[src/rtl/m92_sprite_dma.sv]
// m92_sprite_dma -- sprite list DMA engine for the M92 object pipeline.
//
// A CPU write to the sprite control window arms a transfer. During vertical
// blank the engine copies the active sprite entries (count * 4 words) from
// sprite RAM into the renderer's private list buffer, then pulses dma_done
// toward the interrupt controller.
//
// Optional feature macro: M92_SPRITE_DMA_CLEAR_EN
//   defined   : the whole WORDS buffer is written; words at or above the
//               latched length are written as zero to clear stale entries.
//   undefined : only the latched length is written; the rest is untouched.
//
// Ports:
//   CLK_32M, reset        clock, asynchronous active-high reset
//   sprite_control_memrq  CPU access to the sprite control window
//   MWR, A, DIN, BYTE_SEL CPU write strobe, word address [3:1], data, lanes
//   VBLK                  vertical blank
//   sprite_freeze         drops DMA triggers while high
//   src_addr / src_dout   sprite RAM read port (data one cycle after address)
//   dst_addr / dst_data / dst_we  list buffer write port
//   entry_count           entry count latched at transfer start
//   dma_busy              transfer pending or active
//   dma_done              one-cycle completion pulse
module m92_sprite_dma #(
  parameter int WORDS = 1024
) (
  input  logic        CLK_32M,
  input  logic        reset,
  input  logic        sprite_control_memrq,
  input  logic        MWR,
  input  logic [2:0]  A,
  input  logic [15:0] DIN,
  input  logic [1:0]  BYTE_SEL,
  input  logic        VBLK,
  input  logic        sprite_freeze,
  output logic [9:0]  src_addr,
  input  logic [15:0] src_dout,
  output logic [9:0]  dst_addr,
  output logic [15:0] dst_data,
  output logic        dst_we,
  output logic [7:0]  entry_count,
  output logic        dma_busy,
  output logic        dma_done
);

  localparam logic [2:0] S_IDLE  = 3'd0;
  localparam logic [2:0] S_WAIT  = 3'd1;
  localparam logic [2:0] S_XFER  = 3'd2;
  localparam logic [2:0] S_FLUSH = 3'd3;
  localparam logic [2:0] S_DONE  = 3'd4;

  localparam logic [10:0] LAST_IDX = 11'(WORDS - 1);

  logic [2:0]  state_q, state_d;
  logic [10:0] cnt_q, cnt_d;
  logic [10:0] len_q, len_d;
  logic [7:0]  entry_q, entry_d;
  logic        retrig_q, retrig_d;
  logic [7:0]  count_q;
  logic        ctrl_q;
  logic        vld_p1_q;
  logic        fill_p1_q;
  logic [9:0]  waddr_p1_q;

  logic reg_wr, trig_ok, issue, xfer_end;
  logic unused_bits;

  assign reg_wr  = sprite_control_memrq & MWR & BYTE_SEL[0];
  assign trig_ok = reg_wr & (A == 3'd4) & ~sprite_freeze;

  // The source-half select has only one legal value, so ctrl_q never
  // steers the read address.
  assign unused_bits = ^{DIN[15:8], BYTE_SEL[1], ctrl_q};

`ifdef M92_SPRITE_DMA_CLEAR_EN
  assign issue    = (state_q == S_XFER);
  assign xfer_end = (cnt_q == LAST_IDX);
`else
  // The counter reaching len is a dead cycle with no issue, which makes the
  // zero-length transfer fall out without a special case.
  assign issue    = (state_q == S_XFER) && (cnt_q != len_q);
  assign xfer_end = (cnt_q == len_q);
`endif

  always_comb begin
    state_d  = state_q;
    cnt_d    = cnt_q;
    len_d    = len_q;
    entry_d  = entry_q;
    retrig_d = retrig_q;
    case (state_q)
      S_IDLE: if (trig_ok) state_d = S_WAIT;
      S_WAIT: begin
        if (VBLK) begin
          len_d   = {1'b0, count_q, 2'b00};
          entry_d = count_q;
          cnt_d   = '0;
          state_d = S_XFER;
        end
      end
      S_XFER: begin
        if (xfer_end) state_d = S_FLUSH;
        else          cnt_d   = cnt_q + 11'd1;
        if (trig_ok) retrig_d = 1'b1;
      end
      S_FLUSH: begin
        state_d = S_DONE;
        if (trig_ok) retrig_d = 1'b1;
      end
      S_DONE: begin
        // A trigger landing in DONE itself re-arms immediately.
        state_d  = (retrig_q | trig_ok) ? S_WAIT : S_IDLE;
        retrig_d = 1'b0;
      end
      default: state_d = S_IDLE;
    endcase
  end

  always_ff @(posedge CLK_32M or posedge reset) begin
    if (reset) begin
      state_q  <= S_IDLE;
      cnt_q    <= '0;
      len_q    <= '0;
      entry_q  <= '0;
      retrig_q <= 1'b0;
    end else begin
      state_q  <= state_d;
      cnt_q    <= cnt_d;
      len_q    <= len_d;
      entry_q  <= entry_d;
      retrig_q <= retrig_d;
    end
  end

  always_ff @(posedge CLK_32M or posedge reset) begin
    if (reset) begin
      count_q <= '0;
      ctrl_q  <= 1'b0;
    end else if (reg_wr) begin
      if (A == 3'd0) count_q <= DIN[7:0];
      if (A == 3'd2) ctrl_q  <= DIN[0];
    end
  end

  // ---- stage p0 -> p1: read issued, write lands when sprite RAM data returns
  always_ff @(posedge CLK_32M or posedge reset) begin
    if (reset) begin
      vld_p1_q   <= 1'b0;
      fill_p1_q  <= 1'b0;
      waddr_p1_q <= '0;
    end else begin
      vld_p1_q   <= issue;
      fill_p1_q  <= (cnt_q < len_q);
      waddr_p1_q <= cnt_q[9:0];
    end
  end

  assign src_addr    = cnt_q[9:0];
  assign dst_we      = vld_p1_q;
  assign dst_addr    = waddr_p1_q;
  assign dst_data    = (vld_p1_q && fill_p1_q) ? src_dout : 16'h0000;
  assign entry_count = entry_q;
  assign dma_done    = (state_q == S_DONE);
  assign dma_busy    = ((state_q != S_IDLE) && (state_q != S_DONE)) ||
                       ((state_q == S_DONE) && retrig_q);

endmodule

[config.mk]
export PLATFORM = sky130hd
export DESIGN_NAME = m92_sprite_dma
export DESIGN_NICKNAME = d
export VERILOG_FILES = /design/src/rtl/m92_sprite_dma.sv
export SDC_FILE = /design/constraint.sdc
export NUM_CORES = 1
export LEC_CHECK = 0
export BUFFER_PORTS_ARGS = -buffer_cell sky130_fd_sc_hd__buf_2
export CORE_UTILIZATION = 51
export DETAILED_ROUTE_END_ITERATION = 6
export GPL_ROUTABILITY_DRIVEN = 0
export GPL_TIMING_DRIVEN = 1
export HOLD_SLACK_MARGIN = 0.08
export PLACE_DENSITY = 0.85
export SYNTH_ARGS = -nofsm -noshare
export SYNTH_HDL_FRONTEND = slang
export SYNTH_SLANG_ARGS = --single-unit
export TNS_END_PERCENT = 50
[constraint.sdc]
create_clock -name CLK_32M -period 3.5 [get_ports CLK_32M]
set_clock_uncertainty 0.2 [all_clocks]
set_input_delay 0.35 -clock CLK_32M [delete_from_list [all_inputs] [get_ports CLK_32M]]
set_output_delay 0.35 -clock CLK_32M [all_outputs]
set_load 0.02 [all_outputs]
==> impl_metrics.ini <==
[sta]
setup_viol_count_final = 0
slew_headroom_pct = 53.90
finalCriticalPeriod_ns = 2.257
worst_slack_ns = 1.243
fin_crit_sh_pct = 64.47
finalHoldViolCount = 0
finalHoldWorstSlack_ns = 0.08535
finalSetupTns_ns = 0
final_max_slew_viol_count = 0
worstMarginPinSlew_ns = 0.6862
grt_setup_unrepaired = no
fmax_ghz = 0.4431

[yosys]
synth_ff_type = dfrtp_1
synth.area.mux_share_pct = 6.592
yosys.area_share.simple_pct = 20.78
synth_top_area_share_pct = 50.62
synth_xor_area_share_pct = 0
synth_seq_cells = 43
synth_fa_ha_area_share_pct = 5.886
async_flop_share_pct = 100.0
synth_area_per_cell_um2 = 10.74
synth_area_um2 = 2126
synth.cells.most_frequent = dfrtp_1, nand2_1, and3_1, inv_1, buf_4
yosysUniqueCellTypes = 39
synth-edff-count = 0
synth.most_common_cell = dfrtp_1
ys_seq_area_share_pct = 50.62
synth_top_family_by_area = simple AND/OR/NAND/NOR gates
synth_compound_area_share_pct = 8.652
synth_cells = 198
synth_largest_area_cell = dfrtp_1
netlist_top_cells_area = dfrtp_1, ha_1, and3_1
syn_nets = 251
ys_warn_count = 0

[critical_path]
crit_buf_inv = 0
path_max_fanout = 8
slowest_stage = a2111oi_0
worstPathCellList = ha_1, a2111oi_0, a221oi_1, a2111oi_0
cp_slowest_stage_delay_ns = 0.49
end_kind = flop
worstPathRequired_ns = 3.44
start_kind = flop
critical_path_class = reg -> reg
cpMostUsedCell = a2111oi_0
rrSetupSlack_ns = 1.24
crit_family = compound AO/OA/AOI/OAI gates
cp.arrival_ns = 2.19

[clock_network]
clkTransAtPathRegs_ns = 0.08
clk_latency_ns = 0.30
cts-root-buf = clkbuf_8
htreeDepth = 2
clockBufferDepth = 2
cts_sinks = 43
cts_tree = yes
cts_buffers = 5
postCtsSetupRepairBufs = 0

[global_routing]
grt_pass1_wl_mm = 6.348
grt_usage_pct = 19.63
grt_pass1_vias = 1414
gr-total-overflow = 0
grt_max_degree = 44
antenna_found_initial = 0

[detailed_routing]
drtAntennaViolNets = 0
avgRoutedWirePerCell_um = 12.64
met2_length_mm = 2.067
wl_mm = 4.132
via_per_inst = 5.330
wl_met3_um = 304
num_vias = 1743
route.detailed.drc = 0
top_layer = met4
drt_first_iter_violations = 65
wl_met1_mm = 1.696
dr.pass1.iters = 4

[cells_and_area]
n_antenna_cell = 0
area_growth_pct = 23.96
drive_above_1_share_pct = 37.55
utilization_pct = 65.87
fin_area_um2 = 2635
layoutNonFillerInstCount = 327
nNetsFinal = 329

[floorplan]
ios = 90
die_w_um = 66.56
core_area_um2 = 4000
rows = 23
dieArea_um2 = 4430
start_util_pct = 53.14
die_h_um = 66.56

[power]
ir_drop_mv = 0.3250
p_per_area_nw_per_um2 = 346.6
p_total_mw = 0.9134
power.leakage_nw = 1.315

[run]
drv_cap = 0

[placement]
place_ws_ns = 1.239
hpwl_mm = 3.137
io_buffer_count = 80
placed_cells = 313
placed_cell_area_um2 = 2490

[status]
outcome = completed

[min_path]
hp-class = in -> reg
per-layer routing:
metal,vias to the layer above,GRT usage (%)
met5,-,0
li1,855,-
met3,6,5.479
met4,0,7.979
met1,808,22.62
met2,74,33.96
final cells by class:
class / instances / area [um2]
fill: 331 / 1365
sequential: 43 / 1076
multi-input combinational: 125 / 890.9
timing repair buffer: 87 / 467.9
clock buffer: 6 / 72.57
tap: 50 / 62.56
inverter: 14 / 52.55
clock inverter: 2 / 12.51
worst register-to-register path: stages, from the launching register on:
cell	delay (ns)
dfrtp_1	0.46
ha_1	0.38
a2111oi_0	0.43
a221oi_1	0.14
a2111oi_0	0.49
cells in the final DEF (no fill, tap or decap), types with 2 or more instances in the layout:
master,n
buf_2,80
dfrtp_1,43
nand2_1,20
and3_1,19
inv_1,12
o21ai_0,10
ha_1,10
mux2_2,8
dlygate4sd3_1,6
nand4_1,5
mux2i_1,5
nand3_1,5
clkbuf_8,5
nand2b_1,4
nor3_1,3
o31ai_1,3
nor4_1,3
nor2_1,3
o211ai_1,3
or4_1,2
and2_1,2
a21oi_1,2
o21a_1,2
a2111oi_0,2
flip-flops by register name, summed over array words and instances, names as in the netlist:
name / count
dst_addr: 10
retrig_q: 1
dst_we: 1
count_q: 8
state_q: 3
len_q: 8
cnt_q: 11
fill_p1_q: 1
power by group:
part           internal [mW]  switching, mW  total [mW]
Clock                  0.139          0.164       0.303
Combinational         0.0444         0.0386      0.0830
Sequential             0.517         0.0110       0.528
logic make-up (layout without fill, tap and decap cells):
kind of cell    after synthesis  after routing
flops                        43             43
mux                          13             13
compound gates               27             27
buf+inv                      30            109
fa+ha+maj                    10             10
simple gates                 75             75
path summary, 6_finish.rpt:
path / start / cells past startpoint / end
worst max-delay path: cnt_q[5] / 4 / fill_p1_q
worst min-delay path: DIN[3] / 2 / count_q[3]
worst max register to register: cnt_q[5] / 4 / fill_p1_q
worst min register to register: count_q[1] / 2 / len_q[3]
max in group asynchronous: reset / 4 / dst_addr[3]
min in group asynchronous: reset / 4 / dst_addr[7]
timing repair:
item | CTS | global route
gates resized for setup | 0 | 0
setup endpoints to repair | 0 | 0
hold buffers | 5 | 1
hold endpoints to repair | 47 | 1
Power figures use the tool's default switching activity.
